==> config.mk <==
export PLATFORM = sky130hd
export DESIGN_NAME = rw_manager_m10_ac_fetch
export DESIGN_NICKNAME = d
export VERILOG_FILES = /design/src/rtl/rw_manager_m10_ac_fetch.sv
export SDC_FILE = /design/constraint.sdc
export NUM_CORES = 1
export LEC_CHECK = 0
export ABC_AREA = 1
export BUFFER_PORTS_ARGS = -buffer_cell sky130_fd_sc_hd__buf_2
export CORE_MARGIN = 2
export CORE_UTILIZATION = 55
export CTS_CLUSTER_SIZE = 28
export DETAILED_ROUTE_END_ITERATION = 16
export PLACE_DENSITY_LB_ADDON = 0.05
export REMOVE_ABC_BUFFERS = 1
export SYNTH_ARGS = -nofsm -noshare
export SYNTH_HDL_FRONTEND = slang
export SYNTH_SLANG_ARGS = --single-unit
==> constraint.sdc <==
create_clock -name clock -period 3.05 [get_ports clock]
set_input_delay 0.1525 -clock clock [delete_from_list [all_inputs] [get_ports clock]]
set_output_delay 0.1525 -clock clock [all_outputs]
set_load 0.1 [all_outputs]
==> src/rtl/rw_manager_m10_ac_fetch.sv <==
// rtl/rw_manager_m10_ac_fetch.sv - AC ROM run fetcher with credit-based skid buffer and DDR3 AC decode
module rw_manager_m10_ac_fetch #(
    parameter int ROM_LATENCY = 2,
    parameter int FIFO_DEPTH  = 4
) (
    input  logic        clock,
    input  logic        reset,
    input  logic        start,
    input  logic [5:0]  start_addr,
    input  logic [6:0]  word_count,
    output logic        busy,
    output logic        done,
    output logic [5:0]  rom_rdaddress,
    input  logic [31:0] rom_q,
    output logic        out_valid,
    input  logic        out_ready,
    output logic [31:0] out_word,
    output logic [12:0] ac_addr,
    output logic [2:0]  ac_ba,
    output logic        ac_cs_n,
    output logic        ac_ras_n,
    output logic        ac_cas_n,
    output logic        ac_we_n,
    output logic        ac_odt,
    output logic        ac_cke,
    output logic        ac_reset_n
);
    localparam int PW = (FIFO_DEPTH > 1) ? $clog2(FIFO_DEPTH) : 1;
    localparam int CW = $clog2(FIFO_DEPTH + 1);

    typedef enum logic [1:0] {IDLE, FETCH, DRAIN} state_t;

    state_t                 state, state_next;
    logic [5:0]             addr, addr_hold;
    logic [6:0]             remaining_issue, remaining_accept;
    logic [ROM_LATENCY-1:0] tags;
    logic [31:0]            buffer [FIFO_DEPTH];
    logic [PW-1:0]          wr_ptr, rd_ptr;
    logic [CW-1:0]          occupancy;
    logic [CW:0]            in_flight;
    logic                   credit_ok, issue, push, pop, done_r;

    function automatic logic [PW-1:0] ptr_inc(input logic [PW-1:0] p);
        return (p == PW'(FIFO_DEPTH - 1)) ? '0 : p + PW'(1);
    endfunction

    // Reads already issued to the ROM hold a buffer slot, so the buffer can never overflow.
    always_comb begin
        in_flight = '0;
        for (int i = 0; i < ROM_LATENCY; i++)
            in_flight = in_flight + {{CW{1'b0}}, tags[i]};
    end

    assign credit_ok     = ({1'b0, occupancy} + in_flight) < (CW+1)'(FIFO_DEPTH);
    assign issue         = (state == FETCH) && (remaining_issue != 7'd0) && credit_ok;
    assign push          = tags[ROM_LATENCY-1];
    assign out_valid     = (occupancy != '0);
    assign pop           = out_valid && out_ready;
    assign busy          = (state != IDLE);
    assign done          = done_r;
    // Address is presented in the issue cycle itself so the ROM latency lines up with the tag pipe.
    assign rom_rdaddress = issue ? addr : addr_hold;
    assign out_word      = out_valid ? buffer[rd_ptr] : 32'd0;

    assign ac_addr    = out_word[12:0];
    assign ac_ba      = out_word[15:13];
    assign ac_cs_n    = out_word[16];
    assign ac_ras_n   = out_word[17];
    assign ac_cas_n   = out_word[18];
    assign ac_we_n    = out_word[19];
    assign ac_odt     = out_word[20];
    assign ac_cke     = out_word[26];
    assign ac_reset_n = out_word[27];

    always_comb begin
        state_next = state;
        case (state)
            IDLE:    if (start && word_count != 7'd0) state_next = FETCH;
            FETCH:   if (issue && remaining_issue == 7'd1) state_next = DRAIN;
            DRAIN:   if (pop && remaining_accept == 7'd1) state_next = IDLE;
            default: state_next = IDLE;
        endcase
    end

    always_ff @(posedge clock) begin
        if (reset) begin
            state            <= IDLE;
            addr             <= '0;
            addr_hold        <= '0;
            remaining_issue  <= '0;
            remaining_accept <= '0;
            tags             <= '0;
            wr_ptr           <= '0;
            rd_ptr           <= '0;
            occupancy        <= '0;
            done_r           <= 1'b0;
        end else begin
            state  <= state_next;
            done_r <= ((state == IDLE) && start && (word_count == 7'd0)) ||
                      ((state == DRAIN) && pop && (remaining_accept == 7'd1));
            if ((state == IDLE) && start && (word_count != 7'd0)) begin
                addr             <= start_addr;
                remaining_issue  <= word_count;
                remaining_accept <= word_count;
            end
            if (issue) begin
                addr            <= addr + 6'd1;
                addr_hold       <= addr;
                remaining_issue <= remaining_issue - 7'd1;
            end
            if ((state != IDLE) && pop && (remaining_accept != 7'd0))
                remaining_accept <= remaining_accept - 7'd1;
            tags <= (tags << 1) | ROM_LATENCY'(issue);
            if (push) begin
                buffer[wr_ptr] <= rom_q;
                wr_ptr         <= ptr_inc(wr_ptr);
            end
            if (pop)
                rd_ptr <= ptr_inc(rd_ptr);
            if (push && !pop)
                occupancy <= occupancy + CW'(1);
            else if (pop && !push)
                occupancy <= occupancy - CW'(1);
        end
    end
endmodule

==> flow_summary_export.csv <==
group,metric,value,unit
synth,yosysTopAreaCellShare,51.7,%
cts,cts_buffers,17,
floorplanning,dieArea,14500,µm²
placed_design,dp_hpwl,10300,µm
run_status,outcome,"completed",
placed_design,gp_congestion,0.830,
critical_path,worstPathRequired,2.90,ns
drt,wl,16400,µm
drt,vias,5435,
synth,ys_warn_count,0,
synth,syn_avg_cell_area,10.2,µm²
floorplanning,start_util,56.2,%
synth,synth_ff_type,"edfxtp_1",
drt,wl_met2,8720,µm
layout,area_growth_syn_to_layout,31.2,%
synth,synth_edf_count,128,
drt,drc,0,
synth,synth_common_cells,"nor2_1 (165), edfxtp_1 (128), nand2_1 (85)",
synth,synth_top_family_by_area,"simple AND/OR/NAND/NOR gates",
floorplanning,die_w,120,µm
synth,synth_fa_ha_area_share,2.29,%
sta,setup_viol,0,
cts,cts_setup_buffers,0,
global_route,grt_first_pass_wirelength,26100,µm
cts,clockBufferDepth,2,
synth,synth-seq-area-share,62.4,%
synth,synth_area,7440,µm²
drt,wl_per_cell,15.8,µm
critical_path,cpPeakStageDelay,0.42,ns
synth,yosys.area.top_type,"edfxtp_1",
drt,wl_met3,944,µm
critical_path,cp_slowest_cell,"nor2_2",
sta,hold_violations,0,
global_route,antenna_found_initial,0,
cts,clkSlewWorstSetupHoldPaths,0.06,ns
sta,worst_pin_slew,1.14,ns
drt,wl_met1,6500,µm
critical_path,cp.arrival,2.57,ns
floorplanning,ios,113,
critical_path,path_common_cell,"nand2_1",
critical_path,endpoint_kind,"primary output",
sta,fin_crit_sh,89.3,%
sta,slew_headroom,24.0,%
critical_path,crit_type,"reg2out",
synth,synthXorXnorAreaFrac,0.942,%
placed_design,portBuffers,112,
layout,nets,910,
layout,nFillCells,931,
critical_path,critPathLaunchType,"flip-flop",
global_route,track_usage,23.2,%
flow_run,maxCapViolCount,0,
cts,cts_root_buffer,"clkbuf_16",
floorplanning,rows,42,
layout,drive_gt1_share,22.4,%
drt,top_layer_used,"met4",
synth,yosys.area_share.simple,16.9,%
synth,async_reset_ff_share,0,%
global_route,grt_max_degree,65,
synth,synthMuxAreaShare,0,%
hold_path,hp-class,"in2reg",
drt,via_per_inst,5.24,
sta,max_freq,367,MHz
sta,slew_violations,0,
sta,layout_min_cycle_time,2.72,ns
floorplanning,core_area,13200,µm²
synth,synth.area.top_cells,"edfxtp_1 (52%), dfxtp_1 (11%), nor2_1 (8.3%)",
critical_path,crit_buf_inv,2,
global_route,gr-total-overflow,0,
synth,netlist-cell-type-count,38,
cts,insertion_delay,0.42,ns
synth,ys_seq_elements,168,
synth,syn_inst,728,
sta,rsz0062_at_grt,"false",
drt,drt_iter0_markers,422,
critical_path,worstPathCellList,"ha_1 > nand2_1 > nand2_1 > nand2_1 > nand3_1 > nor2_2 > or2_1 > o21ai_1 > inv_1 > buf_2",
layout,diodes,0,
cts,clkSinkCount,168,
drt,first_pass_iters,5,
global_route,grt_pass1_vias,5306,
synth,yosysMostFrequentCell,"nor2_1",
layout,fin_util,73.7,%
cts,htreeDepth,4,
critical_path,path_max_fanout,14,
cts,cts_tree,"done",
floorplanning,fp.dieH,120,µm
sta,finalClockSkew,0.00721,ns
synth,synth_compound_area_share,10.6,%
critical_path,crit_family,"simple AND/OR/NAND/NOR gates",
drt,ant_nets,0,
-- sequential cells by signal, indices dropped and copies added (netlist names), named ones only --
signal and flops:
addr_hold 6, remaining_accept 7, state 2, buffer 128, addr 6, wr_ptr 2
remaining_issue 7, rd_ptr 2, occupancy 3, done 1, tags 2
-- worst min-delay path, cell delays in order --
cell and delay (ns):
buf_2 0.08, nor2_1 0.04, nor3_2 0.14
-- per-stage QoR --
stage               TNS [ns]  std cells  hold slack, ns  instance area (µm²)  worst slack [ns]
floorplan             -85.39        674           0.215                 7110             -1.74
global placement           0        973           0.363                 8870             0.746
detailed placement         0        973           0.372                 8870             0.671
CTS                        0       1037          0.0275                 9760             0.228
global route               0       1037          0.0421                 9760            0.0935
finish                     0       1037          0.0415                 9760             0.327
-- cell usage in the layout (no fill, tap or decap), types with 32 or more instances in the layout --
cell,count
buf_12,58
a21oi_1,54
o21ai_0,73
dfxtp_1,39
edfxtp_1,128
inv_1,39
dlygate4sd3_1,32
nand2_1,85
nor2_1,161
buf_2,57
-- metal layers --
metal	vias up	track usage, %
met5	-	0
met4	0	8.07
met3	22	5.19
met2	171	41.7
met1	2579	27.5
li1	2663	-
-- cell type report --
class	instances	area, µm²	area share, %
flip-flops and latches	168	4650	47.6
multi-input cells	459	2320	23.8
repair buffers	155	1830	18.7
clock buffers	17	425	4.36
well taps	176	220	2.26
inverters	47	180	1.85
clock inverters	15	143	1.46
-- kinds of logic (layout without fill, tap and decap cells) --
group,count (synthesis),after routing
fa+ha+maj,13,13
flops,168,168
buf+inv,101,234
simple gates,293,293
compound gates,145,145
xor+xnor,8,8
-- final timing paths --
kind	startpoint	endpoint	slack, ns	cells after the start
hold / removal	start_addr[4]	addr[4]	0.04	3
setup / recovery	occupancy[0]	rom_rdaddress[1]	0.33	10
setup reg to reg	occupancy[0]	occupancy[2]	1.10	11
hold reg to reg	tags[0]	tags[1]	0.43	2
-- what timing repair did --
action,in CTS,in global routing
endpoints found under the setup margin,0,2
hold buffers,32,0
resized for setup,0,1
hold endpoints to repair,128,0
Power is not shown: default switching activity piles up to over one toggle a cycle in this logic, so the estimate is an artifact.
